$ cat src/rtl/peri_gpio_tlul.sv
// +----------------------------------------------------------------------------+
// | peri_gpio_tlul : TL-UL GPIO with per-pin OE, input sync, set/clear writes   |
// | Optional edge interrupts enabled by defining PERI_GPIO_INTR_EN.             |
// | Revision: 1.0                                                               |
// +----------------------------------------------------------------------------+
`default_nettype none

package tlul_pkg;
  localparam logic [2:0] c_PUT_FULL        = 3'd0;
  localparam logic [2:0] c_PUT_PARTIAL     = 3'd1;
  localparam logic [2:0] c_GET             = 3'd4;
  localparam logic [2:0] c_ACCESS_ACK      = 3'd0;
  localparam logic [2:0] c_ACCESS_ACK_DATA = 3'd1;

  typedef struct packed {
    logic        a_valid;
    logic [2:0]  a_opcode;
    logic [1:0]  a_size;
    logic [7:0]  a_source;
    logic [31:0] a_address;
    logic [3:0]  a_mask;
    logic [31:0] a_data;
    logic        d_ready;
  } tl_h2d_t;

  typedef struct packed {
    logic        d_valid;
    logic [2:0]  d_opcode;
    logic [1:0]  d_size;
    logic [7:0]  d_source;
    logic [31:0] d_data;
    logic        d_error;
    logic        a_ready;
  } tl_d2h_t;
endpackage

module peri_gpio_tlul #(
  parameter int Width = 32
) (
  input  logic                 clk_i,
  input  logic                 rst_ni,
  input  tlul_pkg::tl_h2d_t    tl_i,
  output tlul_pkg::tl_d2h_t    tl_o,
  input  logic [Width-1:0]     gpio_i,
  output logic [Width-1:0]     gpio_o,
  output logic [Width-1:0]     gpio_oe_o,
  output logic                 intr_o
);
  import tlul_pkg::*;

  typedef enum logic {ST_IDLE = 1'b0, ST_RESP = 1'b1} state_e;

  state_e            r_state;
  logic              r_a_ready;
  logic              r_d_valid;
  logic [2:0]        r_d_opcode;
  logic [1:0]        r_d_size;
  logic [7:0]        r_d_source;
  logic [31:0]       r_d_data;
  logic              r_d_error;

  logic [Width-1:0]  r_data_out;
  logic [Width-1:0]  r_oe;
  logic [Width-1:0]  r_sync1;
  logic [Width-1:0]  r_sync2;

  logic              w_accept;
  logic              w_is_get;
  logic              w_is_put;
  logic              w_addr_ok;
  logic              w_err;
  logic              w_wr;
  logic [2:0]        w_idx;
  logic [31:0]       w_bmask;
  logic [Width-1:0]  w_wmask;
  logic [Width-1:0]  w_wdata;
  logic [31:0]       w_rdata;
  logic [Width-1:0]  w_data_out_nxt;
  logic [Width-1:0]  w_oe_nxt;

  function automatic logic [Width-1:0] f_merge(input logic [Width-1:0] old_v,
                                               input logic [Width-1:0] new_v,
                                               input logic [Width-1:0] m);
    return (old_v & ~m) | (new_v & m);
  endfunction

  assign w_accept  = (r_state == ST_IDLE) && tl_i.a_valid;
  assign w_is_get  = (tl_i.a_opcode == c_GET);
  assign w_is_put  = (tl_i.a_opcode == c_PUT_FULL) || (tl_i.a_opcode == c_PUT_PARTIAL);
  assign w_addr_ok = (tl_i.a_address[31:5] == 27'd0) && (tl_i.a_address[1:0] == 2'b00);
  assign w_err     = !(w_addr_ok && (w_is_get || w_is_put));
  assign w_wr      = w_accept && w_is_put && !w_err;
  assign w_idx     = tl_i.a_address[4:2];
  assign w_bmask   = {{8{tl_i.a_mask[3]}}, {8{tl_i.a_mask[2]}},
                      {8{tl_i.a_mask[1]}}, {8{tl_i.a_mask[0]}}};
  assign w_wmask   = w_bmask[Width-1:0];
  assign w_wdata   = tl_i.a_data[Width-1:0];

`ifdef PERI_GPIO_INTR_EN
  logic [Width-1:0]  r_prev;
  logic [Width-1:0]  r_intr_state;
  logic [Width-1:0]  r_intr_enable;
  logic [Width-1:0]  r_intr_rise;
  logic [Width-1:0]  w_edge;
  logic [Width-1:0]  w_w1c;

  assign w_edge = ( r_intr_rise &  r_sync2 & ~r_prev) |
                  (~r_intr_rise & ~r_sync2 &  r_prev);
  assign w_w1c  = (w_wr && (w_idx == 3'd5)) ? (w_wdata & w_wmask) : '0;

  // A new edge is OR-ed in after the clear so it survives a same-cycle W1C.
  always_ff @(posedge clk_i) begin
    if (!rst_ni) begin
      r_prev        <= '0;
      r_intr_state  <= '0;
      r_intr_enable <= '0;
      r_intr_rise   <= '0;
    end else begin
      r_prev       <= r_sync2;
      r_intr_state <= (r_intr_state & ~w_w1c) | w_edge;
      if (w_wr && (w_idx == 3'd6)) r_intr_enable <= f_merge(r_intr_enable, w_wdata, w_wmask);
      if (w_wr && (w_idx == 3'd7)) r_intr_rise   <= f_merge(r_intr_rise, w_wdata, w_wmask);
    end
  end

  assign intr_o = |(r_intr_state & r_intr_enable);
`else
  assign intr_o = 1'b0;
`endif

  always_comb begin
    w_rdata = '0;
    case (w_idx)
      3'd0:    w_rdata = 32'(r_data_out);
      3'd1:    w_rdata = 32'(r_sync2);
      3'd2:    w_rdata = 32'(r_oe);
`ifdef PERI_GPIO_INTR_EN
      3'd5:    w_rdata = 32'(r_intr_state);
      3'd6:    w_rdata = 32'(r_intr_enable);
      3'd7:    w_rdata = 32'(r_intr_rise);
`endif
      default: w_rdata = '0;
    endcase
  end

  always_comb begin
    w_data_out_nxt = r_data_out;
    w_oe_nxt       = r_oe;
    if (w_wr) begin
      case (w_idx)
        3'd0:    w_data_out_nxt = f_merge(r_data_out, w_wdata, w_wmask);
        3'd2:    w_oe_nxt       = f_merge(r_oe, w_wdata, w_wmask);
        3'd3:    w_data_out_nxt = r_data_out | (w_wdata & w_wmask);
        3'd4:    w_data_out_nxt = r_data_out & ~(w_wdata & w_wmask);
        default: ;
      endcase
    end
  end

  always_ff @(posedge clk_i) begin
    if (!rst_ni) begin
      r_state    <= ST_IDLE;
      r_a_ready  <= 1'b1;
      r_d_valid  <= 1'b0;
      r_d_opcode <= '0;
      r_d_size   <= '0;
      r_d_source <= '0;
      r_d_data   <= '0;
      r_d_error  <= 1'b0;
      r_data_out <= '0;
      r_oe       <= '0;
      r_sync1    <= '0;
      r_sync2    <= '0;
    end else begin
      r_sync1    <= gpio_i;
      r_sync2    <= r_sync1;
      r_data_out <= w_data_out_nxt;
      r_oe       <= w_oe_nxt;
      case (r_state)
        ST_IDLE: begin
          if (tl_i.a_valid) begin
            r_state    <= ST_RESP;
            r_a_ready  <= 1'b0;
            r_d_valid  <= 1'b1;
            r_d_opcode <= w_is_get ? c_ACCESS_ACK_DATA : c_ACCESS_ACK;
            r_d_size   <= tl_i.a_size;
            r_d_source <= tl_i.a_source;
            r_d_data   <= (w_is_get && !w_err) ? w_rdata : 32'd0;
            r_d_error  <= w_err;
          end
        end
        ST_RESP: begin
          if (tl_i.d_ready) begin
            r_state   <= ST_IDLE;
            r_a_ready <= 1'b1;
            r_d_valid <= 1'b0;
          end
        end
        default: r_state <= ST_IDLE;
      endcase
    end
  end

  assign tl_o.d_valid  = r_d_valid;
  assign tl_o.d_opcode = r_d_opcode;
  assign tl_o.d_size   = r_d_size;
  assign tl_o.d_source = r_d_source;
  assign tl_o.d_data   = r_d_data;
  assign tl_o.d_error  = r_d_error;
  assign tl_o.a_ready  = r_a_ready;

  assign gpio_o    = r_data_out;
  assign gpio_oe_o = r_oe;

endmodule

`default_nettype wire

$ cat config.mk
export PLATFORM = sky130hd
export DESIGN_NAME = peri_gpio_tlul
export DESIGN_NICKNAME = d
export VERILOG_FILES = /design/src/rtl/peri_gpio_tlul.sv
export SDC_FILE = /design/constraint.sdc
export NUM_CORES = 1
export LEC_CHECK = 0
export ABC_AREA = 0
export CAP_MARGIN = 30
export CORE_MARGIN = 2
export CORE_UTILIZATION = 42
export CTS_CLUSTER_SIZE = 30
export DETAILED_ROUTE_END_ITERATION = 8
export GPL_TIMING_DRIVEN = 0
export PLACE_DENSITY_LB_ADDON = 0.25
export SYNTH_ARGS = -nofsm -noshare
export SYNTH_HDL_FRONTEND = slang
export SYNTH_SLANG_ARGS = --single-unit
export TNS_END_PERCENT = 1
$ cat constraint.sdc
create_clock -name clk_i -period 1.71 [get_ports clk_i]
set_input_delay 0.342 -clock clk_i [delete_from_list [all_inputs] [get_ports clk_i]]
set_output_delay 0.342 -clock clk_i [all_outputs]
set_load 0.05 [all_outputs]
Yosys cells after proc, flatten, opt, wreduce, memory -nomap -nowiden
Cells that the tools add are included.
{"block": "totals", "reg_bits": 177, "latchBits": 0, "ramBits": 0, "rom_bits": 0, "inputBits": 117, "output_inout_bits": 113, "word_cells": 61, "memories": 0}
{"block": "classes", "addsub": 0, "mul": 0, "n_div": 0, "order_cmp": 0, "eq_ne": 8, "shift": 0, "mux": 13, "n_bitwise": 10, "reduce_logical": 18}
{"cell": "one-hot mux 32 bit (3 select lines)", "n": 2}
{"cell": "AND 32 bit", "n": 4}
{"cell": "bitwise OR 32 bit", "n": 3}
{"cell": "NOT 32 bit", "n": 2}
{"cell": "2-to-1 mux 32 bit", "n": 1}
{"cell": "zero test 27 bit", "n": 1}
{"cell": "AND reduction 2 bit", "n": 4}
{"cell": "2-to-1 mux 1 bit", "n": 7}
{"cell": "equality test 3 x 1 -> 1 bit, second input constant", "n": 2}
{"cell": "equality test 3 x 2 -> 1 bit, second input constant", "n": 2}
{"cell": "equality test 3 bit, second input constant", "n": 2}
{"cell": "logical AND 1 bit", "n": 6}
{"cell": "zero test 3 bit", "n": 2}
{"cell": "one-hot mux 1 bit (2 select lines)", "n": 3}
{"cell": "!= test 2 bit, second input constant", "n": 2}
{"cell": "nonzero test 3 bit", "n": 1}
{"cell": "zero test 2 bit", "n": 1}
{"cell": "logical OR 1 bit", "n": 2}
{"cell": "zero test 1 bit", "n": 1}
{"cell": "NOT 1 bit", "n": 1}

Logic depth before layout (Yosys ltp)
{"block": "logic_depth", "word_depth": 6, "depth_mapped": 7, "ltp_nobuf": 4}

Least setup slack after synthesis
Ideal clock, no wire load.
{"block": "synth_path", "kind": "input to register", "from": "input port tl_i[43] (netlist bit)", "to": "register r_data_out[10], in the netlist gpio_o[10]", "setup_ps": 129, "arrival_ps": 1582, "required_time_ps": 1581, "path_slack_ps": -1, "path_stages": 6, "path_buffers": 2, "path_cell_list": "nor4_2 -> nand4_1 -> buf_6 -> clkbuf_1 -> a2111oi_0 -> o21ai_0"}
{"block": "synth_via", "elab_chain_cells": 5}
{"item": "start: declaration", "line": "42", "text": "input tlul_pkg::tl_h2d_t tl_i,"}
{"item": "zero test 27 bit", "line": "90", "text": "assign w_addr_ok = (tl_i.a_address[31:5] == 27'd0) && (tl_i.a_address[1:0] == 2'b00);"}
{"item": "logical AND 1 bit", "line": "90"}
{"item": "logical AND 1 bit", "line": "91", "text": "assign w_err = !(w_addr_ok && (w_is_get || w_is_put));"}
{"item": "logical AND 1 bit", "line": "92", "text": "assign w_wr = w_accept && w_is_put && !w_err;"}
{"item": "AND reduction 2 bit (no line)"}
{"item": "end signal: assignment", "line": "177", "text": "r_data_out <= w_data_out_nxt;"}
{"item": "end: declaration", "line": "62", "text": "logic [Width-1:0] r_data_out;"}
No other way between the ends.
A chain may end at the register's enable or synchronous reset.

Worst setup path in the final report
{"block": "layout_path", "from": "input port tl_i[39] (netlist bit)", "to": "register r_data_out[10], in the netlist gpio_o[10]"}
{"block": "layout_via", "elab_chain_cells": 3, "elab_cells_between_ends": 6, "classes_between": "eq/ne (2); mux (1); reduce/logical (3)"}
{"item": "equality test 3 bit (tied with other cells)", "line": "150", "text": "case (w_idx)"}
{"item": "nonzero test 3 bit (no line)"}
{"item": "AND reduction 2 bit (no line)"}
Parallel ways exist; a longest one is shown, timed or not.

==> results.py <==
metrics = {
    "cts": {
        "cts_buffers": 17,
        "ctsHoldBuffers": 0,
        "clk_latency_ns": 0.43,
        "clockBufferDepth": 2,
        "cts_sinks": 175,
        "h-tree-depth": 4,
        "cts_tree": "yes",
        "root_buffer": "clkbuf_16",
        "path_clk_slew_ns": 0.07,
    },
    "detailed_routing": {
        "drc": 0,
        "routed_wl_mm": 23.9,
        "wl_per_cell_um": 18.5,
        "vias_per_cell": 5.30,
        "drtIter0Drc": 465,
        "first_pass_iters": 5,
        "ant_nets": 0,
        "routed-via-count": 6844,
    },
    "power_and_ir_drop": {
        "cellPowerDensity_nw_per_um2": 805,
        "p_int_mw": 6.89,
        "seqPwrFrac": 0.461,
        "p_sw_frac": 0.243,
        "leakage_nw": 4.64,
        "power_switching_mw": 2.21,
        "max-vdd-ir-drop_uv": 691,
        "clock_power_share": 0.439,
        "comb_power_share": 0.100,
    },
    "die": {
        "die_area_um2": 18200,
        "core_area_um2": 16600,
        "initial_core_util": 0.432,
        "ios": 230,
        "rows": 47,
        "die_height_um": 135,
        "die-width_um": 135,
    },
    "place": {
        "dp_hpwl_mm": 15.9,
        "placed_cells": 1230,
        "routabilityCongestion": 0.791,
        "io_buffers": 225,
    },
    "worst_setup_path": {
        "critical_path_class": "in2reg",
        "crit_family": "compound AO/OA/AOI/OAI gates",
        "cp_max_fo": 10,
        "max_stage_delay_ns": 0.48,
        "endpoint": "gpio_o[10]$_SDFFE_PN0P_",
        "worst_path_max_delay_cell": "clkdlybuf4s50_1",
        "r2r_start": "r_state$_SDFF_PN0_",
        "crit_start": "tl_i[39]",
        "critPathCaptureType": "flip-flop",
        "crit_required_ns": 2.02,
        "r2r_end": "gpio_o[30]$_SDFFE_PN0P_",
        "path_depth": 6,
        "startpoint_type": "input pin",
        "worstPathArrival_ns": 2.13,
        "r2r_slack_ns": -0.06,
        "path_cells": "clkdlybuf4s50_1 > and3b_2 > o21a_4 > buf_6 > a2111oi_2 > o21ai_1",
        "cp_num_buf_inv": 2,
        "r2r_cells": 7,
    },
    "logic_synthesis": {
        "synthArstFlopShare": 0,
        "synth_cells": 783,
        "ys.flop_type": "dfxtp_1",
        "ys_ff_latch": 175,
        "ys_types": 40,
        "synth_edf_count": 0,
        "synth.avg_cell_area_um2": 9.18,
        "yosysSeqAreaShare": 0.487,
        "yosysWarnings": 0,
        "synth_area_um2": 7190,
    },
    "sta": {
        "finClkSkew_ns": 0.00890,
        "finalSetupViolations": 44,
        "hold_viol": 0,
        "fin_hold_ws_ns": 0.346,
        "rsz0062_at_grt": "yes",
        "maxSlewViolCount": 0,
        "layout_min_cycle_time_ns": 1.82,
        "period_share": 1.06,
        "slew_headroom": 0.563,
        "layout_setup_ws_ns": -0.111,
        "fmax_mhz": 549,
        "worst_pin_slew_ns": 0.656,
    },
    "layout": {
        "area_growth_pct": 57.2,
        "drive_gt1_frac": 0.172,
        "final_common_cell": "dfxtp_1",
        "fin_cells": 1291,
        "final_cell_mix": "174 x dfxtp_1, 152 x nand2_1, 83 x clkdlybuf4s50_1",
        "layout.nets": 1174,
    },
    "grt": {
        "grt_overflow": 0,
        "use_met3": 0.0721,
        "grt_max_degree": 17,
        "grt-busiest-layer": "met2",
        "antenna_found_initial": 1,
        "use_met2": 0.410,
        "use_met1": 0.309,
        "grt_usage": 0.246,
        "grt_pass1_vias": 6503,
        "grt_pass1_wl_mm": 34.6,
    },
    "status": {
        "violations": "negative setup slack",
        "status": "finished, violations left",
    },
    "worst_hold_path": {
        "hp-class": "in2reg",
    },
    "run": {
        "max_cap_viol_count": 0,
    },
}
how the worst min path moves through the flow:
stage                           startpoint                      to  slack, ns  depth (start not counted)
floorplan            r_sync1[0]$_SDFF_PN0_   r_sync2[0]$_SDFF_PN0_       0.41                          1
global placement    r_sync1[28]$_SDFF_PN0_  r_sync2[28]$_SDFF_PN0_       0.41                          1
detailed placement  r_sync1[14]$_SDFF_PN0_  r_sync2[14]$_SDFF_PN0_       0.42                          1
CTS                               tl_i[82]      r_state$_SDFF_PN0_       0.34                          2
global route                      tl_i[82]      r_state$_SDFF_PN0_       0.38                          2
finish                            tl_i[82]      r_state$_SDFF_PN0_       0.35                          2
worst reg2reg max path, delay by kind of cell (launching register included):
kind,cells,cell delay [ns]
flops,1,0.36
buf+inv,3,0.51
compound gates,3,0.59
simple gates,1,0.20
per-stage QoR:
stage | utilization | total power, mW | worst slack [ns] | instance area, µm² | setup TNS [ns]
2_1_floorplan | - | 4.66 | -0.000926 | 7200 | -0.0185
3_3_place_gp | 0.584 | 5.10 | -0.945 | 9730 | -86.26
3_5_place_dp | 0.584 | 5.11 | -0.983 | 9730 | -87.64
4_1_cts | 0.631 | 9.03 | -0.160 | 10500 | -5.93
5_1_grt | 0.679 | 9.37 | -0.103 | 11300 | -2.73
6_report | 0.679 | 9.10 | -0.111 | 11300 | -1.30
layer usage:
| layer | vias up | routed length [µm] |
|---|---|---|
| li1 | 3256 | - |
| met1 | 3275 | 10100 |
| met2 | 277 | 11600 |
| met3 | 36 | 1810 |
| met4 | 0 | 430 |
| met5 | - | 0 |
cell type report:
class | instances | area, µm²
plain buffers | 71 | 475
clock buffers | 20 | 437
well taps | 220 | 275
clock inverters | 12 | 159
flip-flops and latches | 175 | 3510
repair buffers | 254 | 2450
diodes | 1 | 2.50
inverters | 32 | 120
multi-input cells | 506 | 3870
fillers | 1309 | 5340
cell families (layout without fill, tap and decap cells):
| group | after synthesis | in the layout | synth area share |
|---|---|---|---|
| simple gates | 287 | 287 | 0.211 |
| flops | 175 | 175 | 0.487 |
| compound gates | 151 | 151 | 0.145 |
| buf+inv | 104 | 389 | 0.0656 |
| mux | 64 | 64 | 0.0891 |
| other cells | 1 | 4 | 0.000522 |
| xor+xnor | 1 | 1 | 0.00122 |
power groups by stage:
stage	sequential [mW]	clock (mW)	combinational, mW
2_1_floorplan	4.33	0	0.325
3_3_place_gp	4.29	0	0.815
3_5_place_dp	4.29	0	0.820
4_1_cts	4.20	4.01	0.818
5_1_grt	4.20	4.20	0.976
6_report	4.20	3.99	0.911
synth_stat cells, drive strengths merged (7+ instances only):
cell type,n,area (µm²)
mux2i,64,641
nand2,152,571
a21boi,11,82.6
o21ai,66,330
inv,32,120
and2,65,407
buf,21,146
nand4,34,213
nor4,7,83.8
dfxtp,175,3500
clkbuf,49,184
a2111oi,32,280
a22o,32,280
timing repair:
action                                  in CTS  in global routing
setup buffers                               12                 13
gates resized for setup                    216                252
pin swaps                                   23                 42
endpoints found under the setup margin     207                143
endpoints found under the hold margin        0                  0
cloned                                       1                  3
No activity file was read; power rests on OpenSTA's default activity.
